<file path="src/rtl/pipeline_ctrl_pkg.sv">
// Shared definitions for the pipeline hazard/stall controller: FSM encodings,
// EX/MEM control bit positions and the packed control-output bundle.
package pipeline_ctrl_pkg;

  localparam logic [1:0] ST_RUN      = 2'd0;
  localparam logic [1:0] ST_MEM_WAIT = 2'd1;
  localparam logic [1:0] ST_ERROR    = 2'd2;

  localparam logic [5:0] NOOP_OP  = 6'b111111;
  localparam logic [4:0] REG_ZERO = 5'd0;

  localparam int MEM_BRANCH_BIT = 0;
  localparam int MEM_READ_BIT   = 1;
  localparam int MEM_WRITE_BIT  = 2;

  typedef struct packed {
    logic pc_we;
    logic ifid_we;
    logic idex_we;
    logic exmem_we;
    logic ifid_flush;
    logic idex_flush;
    logic exmem_flush;
    logic pc_sel;
  } ctrl_t;

  // Flush dominates write-enable, so idex_we stays high during a load-use bubble
  localparam ctrl_t CTRL_HOLD     = ctrl_t'(8'b0000_0000);
  localparam ctrl_t CTRL_RESET    = ctrl_t'(8'b0000_1110);
  localparam ctrl_t CTRL_RUN      = ctrl_t'(8'b1111_0000);
  localparam ctrl_t CTRL_BRANCH   = ctrl_t'(8'b1111_1111);
  localparam ctrl_t CTRL_LOAD_USE = ctrl_t'(8'b0011_0100);

endpackage

</file>
<file path="src/rtl/pipeline_ctrl_if.sv">
// Bundle of hazard inputs and pipeline control outputs between the datapath
// (master) and the controller (slave).
interface pipeline_ctrl_if;
  import pipeline_ctrl_pkg::*;

  logic [4:0]  id_rs;
  logic [4:0]  id_rt;
  logic [4:0]  ex_rd;
  logic        ex_memread;
  logic [2:0]  mem_m;
  logic        mem_eq;
  logic [31:0] mem_target;
  logic        dmem_ready;

  logic        pc_we;
  logic        ifid_we;
  logic        idex_we;
  logic        exmem_we;
  logic        ifid_flush;
  logic        idex_flush;
  logic        exmem_flush;
  logic        pc_sel;
  logic [31:0] pc_target;
  logic        dmem_req;
  logic [1:0]  state;
  logic [15:0] stall_cnt;
  logic        timeout_err;

  modport master (
    output id_rs, id_rt, ex_rd, ex_memread, mem_m, mem_eq, mem_target, dmem_ready,
    input  pc_we, ifid_we, idex_we, exmem_we, ifid_flush, idex_flush, exmem_flush,
    input  pc_sel, pc_target, dmem_req, state, stall_cnt, timeout_err
  );

  modport slave (
    input  id_rs, id_rt, ex_rd, ex_memread, mem_m, mem_eq, mem_target, dmem_ready,
    output pc_we, ifid_we, idex_we, exmem_we, ifid_flush, idex_flush, exmem_flush,
    output pc_sel, pc_target, dmem_req, state, stall_cnt, timeout_err
  );

endinterface

</file>
<file path="src/rtl/pipeline_ctrl_hazard_detect.sv">
// Load-use hazard detector: a load in ID/EX whose destination feeds a source
// register of the instruction currently in decode.
module hazard_detect
  import pipeline_ctrl_pkg::*;
(
  input  logic       i_ex_memread,
  input  logic [4:0] i_ex_rd,
  input  logic [4:0] i_id_rs,
  input  logic [4:0] i_id_rt,
  output logic       o_load_use
);

  logic w_rd_nonzero;
  logic w_src_match;

  assign w_rd_nonzero = (i_ex_rd != REG_ZERO);
  assign w_src_match  = (i_ex_rd == i_id_rs) | (i_ex_rd == i_id_rt);
  assign o_load_use   = i_ex_memread & w_rd_nonzero & w_src_match;

endmodule

</file>
<file path="src/rtl/pipeline_ctrl.sv">
// Pipeline controller: memory-wait FSM with timeout, branch flush and
// load-use bubble insertion, plus a saturating stall counter.
module pipeline_ctrl
  import pipeline_ctrl_pkg::*;
#(
  parameter int WAIT_LIMIT = 255
) (
  input  logic             clk,
  input  logic             rst,
  pipeline_ctrl_if.slave   bus
);

  localparam logic [15:0] LIMIT_C = 16'(WAIT_LIMIT);

  logic [1:0]  r_state;
  logic [15:0] r_wait_cnt;
  logic [15:0] r_stall_cnt;
  logic        r_timeout_err;

  logic [1:0]  w_next_state;
  logic [15:0] w_next_wait;
  logic [15:0] w_wait_inc;
  logic        w_mem_access;
  logic        w_mem_ok;
  logic        w_branch;
  logic        w_load_use;
  logic        w_dmem_req;
  ctrl_t       w_ctrl;

  assign w_mem_access = bus.mem_m[MEM_READ_BIT] | bus.mem_m[MEM_WRITE_BIT];
  assign w_mem_ok     = ~w_mem_access | bus.dmem_ready;
  assign w_branch     = bus.mem_m[MEM_BRANCH_BIT] & bus.mem_eq;
  assign w_wait_inc   = r_wait_cnt + 16'd1;

  hazard_detect u_hazard_detect (
    .i_ex_memread (bus.ex_memread),
    .i_ex_rd      (bus.ex_rd),
    .i_id_rs      (bus.id_rs),
    .i_id_rt      (bus.id_rt),
    .o_load_use   (w_load_use)
  );

  // Next-state and control-output decode; reset overrides the outputs last
  always_comb begin
    w_ctrl       = CTRL_HOLD;
    w_next_state = r_state;
    w_next_wait  = r_wait_cnt;
    w_dmem_req   = 1'b0;
    case (r_state)
      ST_RUN, ST_MEM_WAIT: begin
        w_dmem_req = w_mem_access;
        if (!w_mem_ok) begin
          w_ctrl = CTRL_HOLD;
          if (r_state == ST_RUN) begin
            w_next_state = ST_MEM_WAIT;
            w_next_wait  = 16'd0;
          end else if (w_wait_inc >= LIMIT_C) begin
            w_next_state = ST_ERROR;
            w_next_wait  = w_wait_inc;
          end else begin
            w_next_state = ST_MEM_WAIT;
            w_next_wait  = w_wait_inc;
          end
        end else begin
          w_next_state = ST_RUN;
          w_next_wait  = 16'd0;
          if (w_branch) begin
            w_ctrl = CTRL_BRANCH;
          end else if (w_load_use) begin
            w_ctrl = CTRL_LOAD_USE;
          end else begin
            w_ctrl = CTRL_RUN;
          end
        end
      end
      ST_ERROR: begin
        w_ctrl       = CTRL_HOLD;
        w_next_state = ST_ERROR;
      end
      default: begin
        w_ctrl       = CTRL_HOLD;
        w_next_state = ST_ERROR;
      end
    endcase
    if (!rst) begin
      w_ctrl     = CTRL_RESET;
      w_dmem_req = 1'b0;
    end else begin
      w_dmem_req = w_dmem_req;
    end
  end

  // FSM state, wait/stall counters and sticky timeout flag
  always_ff @(posedge clk) begin
    if (!rst) begin
      r_state       <= ST_RUN;
      r_wait_cnt    <= 16'd0;
      r_stall_cnt   <= 16'd0;
      r_timeout_err <= 1'b0;
    end else begin
      r_state    <= w_next_state;
      r_wait_cnt <= w_next_wait;
      if (w_next_state == ST_ERROR) begin
        r_timeout_err <= 1'b1;
      end
      if ((r_state != ST_ERROR) && !w_ctrl.pc_we && (r_stall_cnt != 16'hFFFF)) begin
        r_stall_cnt <= r_stall_cnt + 16'd1;
      end
    end
  end

  assign bus.pc_we       = w_ctrl.pc_we;
  assign bus.ifid_we     = w_ctrl.ifid_we;
  assign bus.idex_we     = w_ctrl.idex_we;
  assign bus.exmem_we    = w_ctrl.exmem_we;
  assign bus.ifid_flush  = w_ctrl.ifid_flush;
  assign bus.idex_flush  = w_ctrl.idex_flush;
  assign bus.exmem_flush = w_ctrl.exmem_flush;
  assign bus.pc_sel      = w_ctrl.pc_sel;
  assign bus.pc_target   = w_ctrl.pc_sel ? bus.mem_target : 32'h0000_0000;
  assign bus.dmem_req    = w_dmem_req;
  assign bus.state       = r_state;
  assign bus.stall_cnt   = r_stall_cnt;
  assign bus.timeout_err = r_timeout_err;

endmodule

</file>
<file path="src/flat_wrapper.sv">
// flat-port wrapper written by rule: the top's interface ports become plain ports
module pipeline_ctrl_flat import pipeline_ctrl_pkg::*;
#(
  parameter int WAIT_LIMIT = 255
)
  (clk, rst, bus_id_rs, bus_id_rt, bus_ex_rd, bus_ex_memread, bus_mem_m, bus_mem_eq, bus_mem_target, bus_dmem_ready, bus_pc_we, bus_ifid_we, bus_idex_we, bus_exmem_we, bus_ifid_flush, bus_idex_flush, bus_exmem_flush, bus_pc_sel, bus_pc_target, bus_dmem_req, bus_state, bus_stall_cnt, bus_timeout_err);
  pipeline_ctrl_if bus_i ();
  input  logic clk;
  input  logic rst;
  input wire logic [$bits(bus_i.id_rs)-1:0] bus_id_rs;
  input wire logic [$bits(bus_i.id_rt)-1:0] bus_id_rt;
  input wire logic [$bits(bus_i.ex_rd)-1:0] bus_ex_rd;
  input wire logic [$bits(bus_i.ex_memread)-1:0] bus_ex_memread;
  input wire logic [$bits(bus_i.mem_m)-1:0] bus_mem_m;
  input wire logic [$bits(bus_i.mem_eq)-1:0] bus_mem_eq;
  input wire logic [$bits(bus_i.mem_target)-1:0] bus_mem_target;
  input wire logic [$bits(bus_i.dmem_ready)-1:0] bus_dmem_ready;
  output wire logic [$bits(bus_i.pc_we)-1:0] bus_pc_we;
  output wire logic [$bits(bus_i.ifid_we)-1:0] bus_ifid_we;
  output wire logic [$bits(bus_i.idex_we)-1:0] bus_idex_we;
  output wire logic [$bits(bus_i.exmem_we)-1:0] bus_exmem_we;
  output wire logic [$bits(bus_i.ifid_flush)-1:0] bus_ifid_flush;
  output wire logic [$bits(bus_i.idex_flush)-1:0] bus_idex_flush;
  output wire logic [$bits(bus_i.exmem_flush)-1:0] bus_exmem_flush;
  output wire logic [$bits(bus_i.pc_sel)-1:0] bus_pc_sel;
  output wire logic [$bits(bus_i.pc_target)-1:0] bus_pc_target;
  output wire logic [$bits(bus_i.dmem_req)-1:0] bus_dmem_req;
  output wire logic [$bits(bus_i.state)-1:0] bus_state;
  output wire logic [$bits(bus_i.stall_cnt)-1:0] bus_stall_cnt;
  output wire logic [$bits(bus_i.timeout_err)-1:0] bus_timeout_err;
  assign bus_i.id_rs = bus_id_rs;
  assign bus_i.id_rt = bus_id_rt;
  assign bus_i.ex_rd = bus_ex_rd;
  assign bus_i.ex_memread = bus_ex_memread;
  assign bus_i.mem_m = bus_mem_m;
  assign bus_i.mem_eq = bus_mem_eq;
  assign bus_i.mem_target = bus_mem_target;
  assign bus_i.dmem_ready = bus_dmem_ready;
  assign bus_pc_we = bus_i.pc_we;
  assign bus_ifid_we = bus_i.ifid_we;
  assign bus_idex_we = bus_i.idex_we;
  assign bus_exmem_we = bus_i.exmem_we;
  assign bus_ifid_flush = bus_i.ifid_flush;
  assign bus_idex_flush = bus_i.idex_flush;
  assign bus_exmem_flush = bus_i.exmem_flush;
  assign bus_pc_sel = bus_i.pc_sel;
  assign bus_pc_target = bus_i.pc_target;
  assign bus_dmem_req = bus_i.dmem_req;
  assign bus_state = bus_i.state;
  assign bus_stall_cnt = bus_i.stall_cnt;
  assign bus_timeout_err = bus_i.timeout_err;
  pipeline_ctrl #(.WAIT_LIMIT(WAIT_LIMIT)) u_core (.clk(clk), .rst(rst), .bus(bus_i));
endmodule
</file>
<file path="config.mk">
export PLATFORM = sky130hd
export DESIGN_NAME = pipeline_ctrl_flat
export DESIGN_NICKNAME = d
export VERILOG_FILES = /design/src/rtl/pipeline_ctrl_pkg.sv /design/src/rtl/pipeline_ctrl_if.sv /design/src/rtl/pipeline_ctrl_hazard_detect.sv /design/src/rtl/pipeline_ctrl.sv /design/src/flat_wrapper.sv
export SDC_FILE = /design/constraint.sdc
export NUM_CORES = 1
export LEC_CHECK = 0
export CORE_ASPECT_RATIO = 0.7
export CORE_MARGIN = 8
export CORE_UTILIZATION = 45
export CTS_BUF_LIST = sky130_fd_sc_hd__clkbuf_2
export DETAILED_ROUTE_END_ITERATION = 8
export DONT_BUFFER_PORTS = 1
export GPL_TIMING_DRIVEN = 0
export SETUP_SLACK_MARGIN = 0.1
export SLEW_MARGIN = 20
export SYNTH_ARGS = -nofsm -noshare
export SYNTH_HDL_FRONTEND = slang
export SYNTH_SLANG_ARGS = --single-unit
export TNS_END_PERCENT = 30
</file>
<file path="constraint.sdc">
create_clock -name clk -period 3 [get_ports clk]
set_input_delay 0.45 -clock clk [delete_from_list [all_inputs] [get_ports clk]]
set_output_delay 0.45 -clock clk [all_outputs]
set_load 0.05 [all_outputs]
</file>
Word level (Yosys, flattened, before mapping) --
Cells that the tools add are included.
Word-level totals: bits in registers 35, input bits 55, output and inout port bits 60, logic and storage cells 40
Cells by class: $add $sub $neg 2, $lt $le $gt $ge 1, eq/ne operators 6, muxes and demuxes 14, bitwise operators 7, reduce and logical (&&, ||, !) cells 6
Operators by type and width (count):
- $mux W8 | 5
- $add A16 B1 Y16 const B | 2
- $mux W16 | 2
- $mux W32 | 1
- $ge A16 B8 Y1 const B | 1
- $ne A16 B16 Y1 const B | 1
- $eq A5 B5 Y1 | 2
- $mux W2 | 4
- $reduce_bool A5 Y1 | 1
- $and A1 B1 Y1 | 3
- $or A1 B1 Y1 | 3
- $eq A2 B1 Y1 const B | 1
- $eq A2 B2 Y1 const B | 1
- $logic_and A1 B1 Y1 | 2
- $logic_not A2 Y1 | 1
- $mux W1 | 2
- $ne A2 B2 Y1 const B | 1
- $reduce_or A2 Y1 | 1
- $logic_not A1 Y1 | 1
- $not A1 Y1 | 1

Logic depth before layout (Yosys ltp) --
Gate-level depths: netlist of the first run.
depth after elaboration 11, depth in mapped cells 9, depth with buffers taken out 7

Modules after synthesis --
A second synthesis of the first run with hierarchy kept.
Second synthesis, totals: cells, all modules 321, area total of the unflattened synthesis 2463.6 um^2
By module, submodules not included:
- pipeline_ctrl | instances 1, cells each 304, area each 2338.5 um^2, sequential area each 700.7 um^2
- hazard_detect | instances 1, cells each 17, area each 125.1 um^2, sequential area each 0.0 um^2

Worst setup path before layout of the first run --
Ideal clock, no wire load.
path kind register to output, from register u_core.r_state[1] (netlist: u_core.bus.state[1]), to output port bus_pc_we, arrival 2.753 ns, data required time 2.550 ns, slack -0.203 ns, stages on the path, launching flop included 9, buffers on the path 4, cell sequence dfxtp_1 clkbuf_1 nand2b_1 nor2_1 o31ai_4 inv_2 buf_6 buf_2 buf_4
On the way: word-level cells in the longest chain between the ends 4, elaborated cells on any way between the ends 5, those cells by class eq/ne: 1; mux: 2; reduce/logical: 2
Ends and longest elaborated chain:
- start: declaration | RTL line pipeline_ctrl.sv:15 | logic [1:0] r_state;
- start signal: assignment | RTL line pipeline_ctrl.sv:101 | r_state <= w_next_state;
- $eq A2 B1 Y1 / $logic_not A2 Y1 (equally long branches) | RTL line pipeline_ctrl.sv:49 | case (r_state)
- $reduce_or A2 Y1 * | RTL line pipeline_ctrl.sv:49
- $mux W8 * | RTL line pipeline_ctrl.sv:49
- $mux W8 * | RTL line pipeline_ctrl.sv:85 | if (!rst) begin
- end: declaration | RTL line flat_wrapper.sv:18 | output wire logic [$bits(bus_i.pc_we)-1:0] bus_pc_we;
Every way passes the cells marked *; elsewhere a longest branch is shown, timed or not.

Worst setup path after layout of the first run --
Same ends and word-level chain as after synthesis.

==> key figures, run 1 <==
Route
  • Antenna violation net count after detailed routing: 0
  • Vias/cell: roughly 6
  • Total number of vias: 2382
  • Drt total wl: 7800 um
  • Drt first pass iters: 4
  • First DRT Iteration DRCs: 176
  • # DRC: 0
  • Wire length per cell: 19.1 um

Clocking
  • TritonCTS clock tree: yes
  • Hold_buf cts: 0
  • Root Driver: clkbuf_2
  • Clk_lat worst skew: 390 ps
  • H-tree Lvls: 2
  • CTS sink count: 35
  • Clock-pin slew on the worst setup and hold paths: 180 ps
  • Clock buffer count from CTS: 5
  • Clock buffer depth: 2

Flow run
  • Max-cap violations: 0

Placement
  • PortBufs: 0
  • Placed Cells: 399
  • DP HPWL: 6100 um
  • Pre-CTS setup slack: -366 ps
  • GPL Wtd Cong: ~0.8
  • Cell Area, Placed: 0.00255 mm^2

Critical path
  • CP endpoint kind: output port
  • R2r setup slk: 260 ps
  • Critical Path AT: 2360 ps
  • Crit path capture: bus_pc_we
  • R2R depth: 8
  • Crit Path Max Fanout: 11
  • CP required: 2550 ps
  • CP Launch Point: u_core.bus.state[1]$_SDFF_PN0_
  • R2r startpoint: u_core.bus.stall_cnt[8]$_SDFFE_PN0P_
  • Startpoint types: flip-flop
  • Type of the worst setup path: flip-flop to output port
  • FF-to-FF End: u_core.bus.stall_cnt[11]$_SDFFE_PN0P_

Synthesis
  • Netlist cell types: 44
  • Dominant synthesized flop cell: dfxtp_1
  • Commonest cells post-synth: dfxtp_1, and2_1, nor2_1, a21oi_1, nand2_1
  • Synth top area share: 28.7%
  • Yosys reg bits: 35
  • Count leader, synth: dfxtp_1
  • Syn Std Cell Area: approximately 0.0024 mm^2
  • Mapped Avg Cell Area: 7.51 um^2
  • Syn. warnings: 0
  • Post-synth EDFFs: 0
  • Seq/Total Area, Yosys: 28.7%
  • Syn Nets: 383
  • Area leader, netlist: dfxtp_1
  • Synth area leaders: dfxtp_1, and2_1, a21oi_1, nor2_1, xor2_1
  • Ys async rst share: 0%
  • Cells after Synth: around 330

Global route
  • Vias in the first global route: ~2.3k
  • Antenna violations before repair: 0
  • Wire length of the first global-routing pass: 12500 um
  • Global-route usage over all layers: 18.8%
  • Total grt overflow: 0
  • Largest net degree at the start of global routing: 12

Floorplan
  • Io pins: 115
  • Die Area: just over 0.008 mm^2
  • Core box area: between 0.005 and 0.006 mm^2
  • # rows: 22
  • Overall die height: 77.6 um
  • Initial Utilization: 46.7%
  • Die Span X: 104 um

Timing
  • Final Hold Fails: 0
  • Max-slew violation count: 0
  • Skew final: 13.6 ps
  • TNS Setup: 0 ps
  • Tightest Pin Transition: 1010 ps
  • Final Cycle Share: a little over nine tenths
  • Fmax: 0.356 GHz
  • Unrepaired setup endpoints after global routing: true
  • Final worst slack: 188 ps
  • Minimum clock period: 2810 ps
  • Relative slew margins: 32.5%
  • # setup viols final: 0

Worst hold path
  • Worst Hold Launch: bus_dmem_ready
  • Worst hold path type: input pin to flip-flop

Layout
  • Inserted Diodes: 0
  • Design area: 0.00267 mm^2
  • Fraction of layout cells with a size suffix above 1: 14.9%
  • Layout Cells excl Fill: 408
  • Fill count: ~520
  • Area Overhead vs Synth: 9.44%
  • Post-layout net count: between 300 and 400

Power and ir drop
  • Max rail drop VDD: 0.000157 V
  • Power Density: 329 mW/mm^2
  • Pleak: ~0.90 nW
  • Tot Pwr: 0.878 mW

Status
  • Status: finished clean
[routing by layer]
metal,routed length [um],global-route usage (%),vias up
li1,-,-,1185
met1,3650,25.3,1085
met2,3370,28.4,107
met3,726,6.35,5
met4,48,4.32,0
met5,0,0,-
[sequential cells by signal, indices dropped and copies added (netlist names)]
name,flops
u_core.bus.stall_cnt,16
u_core.r_wait_cnt,16
u_core.bus.state,2
u_core.bus.timeout_err,1
[placed cells by master, fill, tap and decap left out, types with 3 or more instances in the layout]
master	netlist	routed
or3_1	7	7
or2_2	3	3
xnor2_1	7	7
ha_1	3	3
nand3_1	17	17
and2_2	0	9
and2_1	34	25
o21a_1	5	5
clkbuf_2	0	6
a21oi_1	25	25
nand4_1	8	8
nor4_1	7	7
and4_1	6	6
nand2_1	22	22
dfxtp_1	35	27
clkbuf_1	16	14
nor3_2	2	3
nor3_1	7	6
clkinv_2	0	3
nor2_1	27	26
xor2_1	10	10
buf_4	3	4
o31a_1	3	3
o31ai_1	9	7
inv_1	5	5
nand2b_1	6	5
mux2i_1	5	5
o21ai_0	17	17
a31oi_1	3	3
and3_1	4	4
dfxtp_2	0	7
or4_1	8	8
o21ai_1	5	5
[power breakdown]
| group | internal (mW) | leakage (nW) | switching, mW | total, mW |
|---|---|---|---|---|
| Combinational | 0.0436 | 0.581 | 0.120 | 0.164 |
| Clock | 0.0535 | 0.0325 | 0.169 | 0.223 |
| Sequential | 0.470 | 0.287 | 0.0226 | 0.492 |
| Total | 0.567 | 0.900 | 0.312 | 0.878 |
[what timing repair did]
| action | 4_1_cts | 5_1_grt |
|---|---|---|
| endpoints found under the setup margin | 46 | 11 |
| pin swaps | 1 | 1 |
| resized for setup | 24 | 7 |
| buffers inserted | 1 | 0 |
| cloned | 0 | 0 |
[critical path: stages (launching register included)]
cell      delay [ps]
dfxtp_4          450
clkbuf_4         200
nand2b_4         180
nor2_4           360
o31ai_4          170
inv_2            130
buf_6            160
buf_12           170
buf_8            160
[worst min path at each step]
| stage | slack [ps] | depth (start not counted) | endpoint |
|---|---|---|---|
| global route | 200 | 2 | u_core.bus.state[0]$_SDFF_PN0_ |
| global placement | 500 | 2 | u_core.r_wait_cnt[5]$_SDFFE_PN0N_ |
| floorplan | 470 | 2 | u_core.r_wait_cnt[5]$_SDFFE_PN0N_ |
| CTS | 210 | 2 | u_core.bus.state[0]$_SDFF_PN0_ |
| detailed placement | 500 | 2 | u_core.r_wait_cnt[5]$_SDFFE_PN0N_ |
| finish | 220 | 2 | u_core.bus.state[0]$_SDFF_PN0_ |
[through the flow]
step / util, % / hold WS [ps]
after floorplan: - / 471
after global placement: 48.4 / 496
after detailed placement: 48.8 / 503
after CTS: 50.9 / 211
after global routing: 51.1 / 200
final: 51.1 / 219
[kinds of logic after synthesis]
family          synth area share [%]
fa+ha+maj                       1.54
xor+xnor                        6.10
mux                             2.05
simple gates                    37.4
compound gates                  19.0
buf+inv                         5.18
flops                           28.7
[layout make-up]
class | instances | area [um^2] | share of cell area, %
Buffer | 22 | 131 | 4.92
Clock buffer | 5 | 25.0 | 0.937
Clock inverter | 3 | 15.0 | 0.562
Inverter | 6 | 22.5 | 0.843
Multi-Input combinational cell | 262 | 1650 | 61.9
Sequential cell | 35 | 713 | 26.7
Tap cell | 72 | 90.1 | 3.37
Timing Repair Buffer | 3 | 18.8 | 0.703
No activity file was read; power rests on OpenSTA's default activity.
==> run 2, diff against run 1 <==
TNS_END_PERCENT = unset   (was 30)
==> run 2 against run 1 <==
- largest cell class unchanged
- clock power is 3% higher
- design area is 2.3% higher
- clock skew is 16 ps higher
- setup slack better by 17 ps
- via count is 2.8% higher
- wire length is 1.7% higher
==> key figures, run 2 (synthesized netlist as in run 1, its figures left out) <==
Timing
  • Minimum clock period: ~2800 ps
  • Relative slew margins: 33.7%
  • Max-slew violation count: 0
  • Fmax: 0.358 GHz
  • Final Hold Fails: 0
  • Tightest Pin Transition: 989 ps
  • Unrepaired setup endpoints after global routing: false
  • Final worst slack: 205 ps
  • Final Cycle Share: 93.2%
  • # setup viols final: 0
  • Hold Slack: 226 ps
  • Skew final: around 30 ps

Global route
  • Met3 Track Usage GR: 6.93%
  • Largest net degree at the start of global routing: 12
  • Global-route usage over all layers: 17.9%
  • Vias in the first global route: about 2.2k
  • Total grt overflow: 0
  • Wire length of the first global-routing pass: 11800 um
  • Met1 Use GR: ~22%
  • GR Util met2: 28.4%
  • Antenna violations before repair: 0
  • Gr busiest metal: met2

Power and ir drop
  • Tot Pwr: 0.894 mW
  • Pleak: ~0.93 nW
  • Power Density: 327 mW/mm^2
  • Max rail drop VDD: 0.000122 V

Layout
  • Inserted Diodes: 0
  • Layout Cells excl Fill: 408
  • Post-layout net count: 393
  • Most frequent cells in the layout: and2_2, nor2_1, dfxtp_1, a21oi_1, nand2_1
  • Fraction of layout cells with a size suffix above 1: roughly 21%
  • Area of the multi-input gates: 0.00169 mm^2
  • Reg area: 714 um^2
  • Fill count: 514
  • Area Overhead vs Synth: 12.0%
  • Design area: roughly 0.0027 mm^2
  • Commonest non-fill, non-tap cell in the layout: and2_2

Floorplan
  • Die Area: 0.00807 mm^2
  • # rows: 22
  • Io pins: 115
  • Core box area: 0.00523 mm^2
  • Overall die height: 77.6 um
  • Initial Utilization: 46.7%
  • Die Span X: 104 um

Status
  • Status: finished clean

Placement
  • PortBufs: 0
  • Placed Cells: 397
  • Cell Area, Placed: 0.00254 mm^2
  • Pre-CTS setup slack: -352 ps
  • DP HPWL: 6040 um
  • GPL Wtd Cong: 0.799

Clocking
  • Clk_lat worst skew: 390 ps
  • Clock-pin slew on the worst setup and hold paths: 210 ps
  • Root Driver: clkbuf_2
  • CTS sink count: 35
  • Clock buffer count from CTS: 5
  • H-tree Lvls: 2
  • Clock buffer depth: 2
  • TritonCTS clock tree: yes
  • Hold_buf cts: 0

Critical path
  • CP required: 2550 ps
  • Type of the worst setup path: flip-flop to output port
  • Crit Path Max Fanout: 11
  • Critical Path AT: 2340 ps
  • Startpoint types: flip-flop
  • CP endpoint kind: output port

Flow run
  • Max-cap violations: 0

Route
  • Total number of vias: 2449
  • # DRC: 0
  • Drt first pass iters: 4
  • Wire length per cell: about 19 um
  • First DRT Iteration DRCs: 190
  • Vias/cell: 6.00
  • Drt total wl: 7930 um
  • Antenna violation net count after detailed routing: 0

Worst hold path
  • Worst hold path type: input pin to flip-flop
[run 2: where the power goes]
group / total, mW / switching, mW / leakage, nW / internal (mW)
combinational: 0.173 / 0.123 / 0.611 / 0.0501
sequential: 0.492 / 0.0226 / 0.287 / 0.470
clock: 0.229 / 0.165 / 0.0330 / 0.0637
total: 0.894 / 0.310 / 0.931 / 0.583
[run 2: critical path, cell delays in order, from the launching register on]
cell and delay [ps]:
dfxtp_4 450, buf_4 190, nand2b_4 170, nor2_4 360
o31ai_4 180, inv_2 130, buf_8 150, buf_12 160
buf_8 150
[run 2: per-stage QoR]
| step | util (%) | TNS [ps] |
|---|---|---|
| floorplan | - | 0 |
| global placement | 48.5 | -1890 |
| detailed placement | 48.6 | -1970 |
| CTS | 51.3 | 0 |
| global route | 52.2 | 0 |
| finish | 52.2 | 0 |
[run 2: cell type report]
class,instances,area share (%)
clock buffers,7,1.28
flip-flops and latches,35,26.1
repair buffers,3,1.47
inverters,6,0.824
clock inverters,1,0.183
well taps,72,3.30
multi-input cells,262,61.8
plain buffers,22,5.04
[run 2: final timing paths]
| check | from | end | slack, ps | cells after the start |
|---|---|---|---|---|
| hold / removal | bus_dmem_ready | u_core.bus.state[0]$_SDFF_PN0_ | 230 | 2 |
| setup reg to reg | u_core.bus.stall_cnt[9]$_SDFFE_PN0P_ | u_core.bus.stall_cnt[11]$_SDFFE_PN0P_ | 350 | 8 |
| setup / recovery | u_core.bus.state[1]$_SDFF_PN0_ | bus_pc_we | 210 | 8 |
| hold reg to reg | u_core.r_wait_cnt[5]$_SDFFE_PN0N_ | u_core.r_wait_cnt[5]$_SDFFE_PN0N_ | 530 | 2 |
[run 2: layer usage]
metal	part of all wire, %	wire length (um)
met1	44	3520
met4	0.69	55
met2	45	3610
met3	9.5	756
met5	0	0
[run 2: repair_timing]
| action | in CTS | in global routing |
|---|---|---|
| gates resized for setup | 45 | 11 |
| setup endpoints to repair | 46 | 40 |
| setup buffers | 1 | 1 |
| pin swaps | 1 | 1 |
| hold endpoints to repair | 0 | 0 |
| cloned | 0 | 1 |
==> run 3, diff against run 2 <==
ABC_CLOCK_PERIOD_IN_PS = 3000   (was unset)
CTS_BUF_LIST = sky130_fd_sc_hd__clkbuf_16   (was sky130_fd_sc_hd__clkbuf_2)
SETUP_SLACK_MARGIN = unset   (was 0.1)
==> run 3 against run 2 <==
- flip-flop and latch count did not move
- critical endpoint unchanged
- worst hold slack improved by 120 ps
- power rose by 29%
- largest power group is now the clock network
- cell count fell by 0.25%
- largest cell class unchanged
==> key figures, run 3 (synthesized netlist as in run 1, its figures left out) <==
Clocking
  • Hold_buf cts: 0
  • Clock-pin slew on the worst setup and hold paths: 50 ps
  • Root Driver: clkbuf_16
  • TritonCTS clock tree: yes
  • Clock buffer depth: 2
  • Clk_lat worst skew: 280 ps
  • CTS sink count: 35
  • H-tree Lvls: 2
  • Clock buffer count from CTS: 5

Critical path
  • Type of the worst setup path: flip-flop to output port
  • Worst path bufs/invs: 5
  • CP endpoint kind: output port
  • FF-to-FF End: u_core.bus.stall_cnt[11]$_SDFFE_PN0P_
  • CP most frequent cell: buf_6
  • R2r setup slk: 200 ps
  • Critical Path AT: 2420 ps
  • CP Launch Point: u_core.bus.state[1]$_SDFF_PN0_
  • Crit path capture: bus_pc_we
  • Critical Path Stages: 8
  • Critical path's top delay family: buffers and inverters
  • Startpoint types: flip-flop
  • Crit Path Max Fanout: 11
  • Crit-path max cell delay: 420 ps
  • CP required: 2550 ps
  • R2r startpoint: u_core.bus.stall_cnt[3]$_SDFFE_PN0P_
  • Worst path slowest cell: dfxtp_2
  • R2R depth: 8
  • Worst path cell trace: buf_2, nand2b_2, nor2_4, o31ai_4, inv_2, buf_6, buf_8, buf_6

Timing
  • Fmax: 0.348 GHz
  • Hold Slack: 348 ps
  • Minimum clock period: 2870 ps
  • Max-slew violation count: 0
  • Unrepaired setup endpoints after global routing: false
  • # setup viols final: 0
  • Relative slew margins: 32.2%
  • Final Hold Fails: 0
  • Skew final: 6.04 ps
  • Tightest Pin Transition: 1010 ps
  • Final Cycle Share: between 90 and 100%

Flow run
  • Max-cap violations: 0

Global route
  • Largest net degree at the start of global routing: 12
  • Total grt overflow: 0
  • Wire length of the first global-routing pass: 12600 um
  • Vias in the first global route: 2287
  • Antenna violations before repair: 0
  • Global-route usage over all layers: 19.0%

Floorplan
  • Io pins: 115
  • Die Span X: approximately 100 um
  • Overall die height: 77.6 um
  • Core box area: 0.00523 mm^2
  • # rows: 22
  • Initial Utilization: around 47%
  • Die Area: about 0.0081 mm^2

Layout
  • Fill count: between 500 and 600
  • Post-layout net count: 392
  • Commonest non-fill, non-tap cell in the layout: dfxtp_1
  • Inserted Diodes: 0
  • Layout Cells excl Fill: roughly 400
  • Design area: 0.00274 mm^2
  • Utilization after layout: 52.4%
  • Area Overhead vs Synth: 12.3%
  • Most frequent cells in the layout: dfxtp_1, nor2_1, and2_1, a21oi_1, nand2_1
  • Fraction of layout cells with a size suffix above 1: 13.4%

Route
  • Wire length per cell: between 15 and 20 um
  • Total number of vias: roughly 2.4k
  • First DRT Iteration DRCs: 163
  • Drt first pass iters: 4
  • # DRC: 0
  • Vias/cell: 5.88
  • Antenna violation net count after detailed routing: 0
  • Drt total wl: 7880 um

Placement
  • DP HPWL: 6100 um
  • GPL Wtd Cong: 0.818
  • Cell Area, Placed: 0.00255 mm^2
  • Placed Cells: 399
  • PortBufs: 0

Power and ir drop
  • Pleak: roughly 0.93 nW
  • Power Density: 421 mW/mm^2
  • Tot Pwr: 1.15 mW
  • Max rail drop VDD: ~0.00023 V

Worst hold path
  • Worst hold path type: input pin to flip-flop
  • Worst Hold Launch: bus_dmem_ready

Status
  • Status: finished clean
-- run 3: changes by cell type in the layout (fill, tap and decap cells not counted), moves of 2 or more --
cell	previous run	this run
and2_1	5	25
and2_2	29	9
clkbuf_2	7	1
dfxtp_1	26	31
clkbuf_16	1	5
dfxtp_2	8	4
buf_4	5	3
buf_6	0	2
clkinv_2	1	3
-- run 3: where the power goes --
| part | leakage [nW] | total (mW) | internal [mW] | switching [mW] |
|---|---|---|---|---|
| logic | 0.573 | 0.160 | 0.0404 | 0.119 |
| registers | 0.284 | 0.493 | 0.470 | 0.0225 |
| clock network | 0.0733 | 0.500 | 0.303 | 0.198 |
| total | 0.931 | 1.15 | 0.813 | 0.339 |
-- run 3: worst min path at each step --
| stage | endpoint | slack, ps | cells after the start |
|---|---|---|---|
| 2_1_floorplan | u_core.r_wait_cnt[5]$_SDFFE_PN0N_ | 470 | 2 |
| 3_3_place_gp | u_core.r_wait_cnt[5]$_SDFFE_PN0N_ | 500 | 2 |
| 3_5_place_dp | u_core.r_wait_cnt[5]$_SDFFE_PN0N_ | 500 | 2 |
| 4_1_cts | u_core.bus.state[0]$_SDFF_PN0_ | 350 | 2 |
| 5_1_grt | u_core.bus.state[0]$_SDFF_PN0_ | 360 | 2 |
| 6_report | u_core.bus.state[0]$_SDFF_PN0_ | 350 | 2 |
-- run 3: worst register-to-register path, cell delays in order (launching register included) --
cell and delay (ps):
dfxtp_1 710, and4_1 370, nand3_1 160, nor3_1 230
nand2b_1 220, clkbuf_1 380, buf_2 330, nor4_1 90
o21a_1 190
-- run 3: cell type report --
type | count | area, um^2 | share of cell area, %
Clock buffer | 5 | 125 | 4.57
Multi-Input combinational cell | 262 | 1650 | 60.2
Buffer | 22 | 120 | 4.39
Inverter | 6 | 22.5 | 0.822
Timing Repair Buffer | 2 | 11.3 | 0.411
Sequential cell | 35 | 706 | 25.8
Clock inverter | 3 | 15.0 | 0.548
Tap cell | 72 | 90.1 | 3.29
-- run 3: repair_timing --
item / 4_1_cts / 5_1_grt
endpoints found under the setup margin: 40 / 35
resized for setup: 16 / 7
cloned: 0 / 0
buffers inserted: 0 / 0
pin swaps: 1 / 1
-- run 3: through the flow --
stage	setup slack [ps]	TNS [ps]
5_1_grt	6.49	0
3_3_place_gp	-460	-2610
6_report	130	0
4_1_cts	22.7	0
3_5_place_dp	-366	-2200
2_1_floorplan	2.98	0
-- run 3: layer usage --
metal | vias up | part of all wire (%) | track usage, % | wire (um)
li1 | 1183 | - | - | -
met1 | 1106 | 46 | 25.1 | 3650
met2 | 101 | 44 | 29.2 | 3440
met3 | 5 | 9.4 | 6.19 | 739
met4 | 0 | 0.76 | 4.75 | 60
met5 | - | 0 | 0 | 0
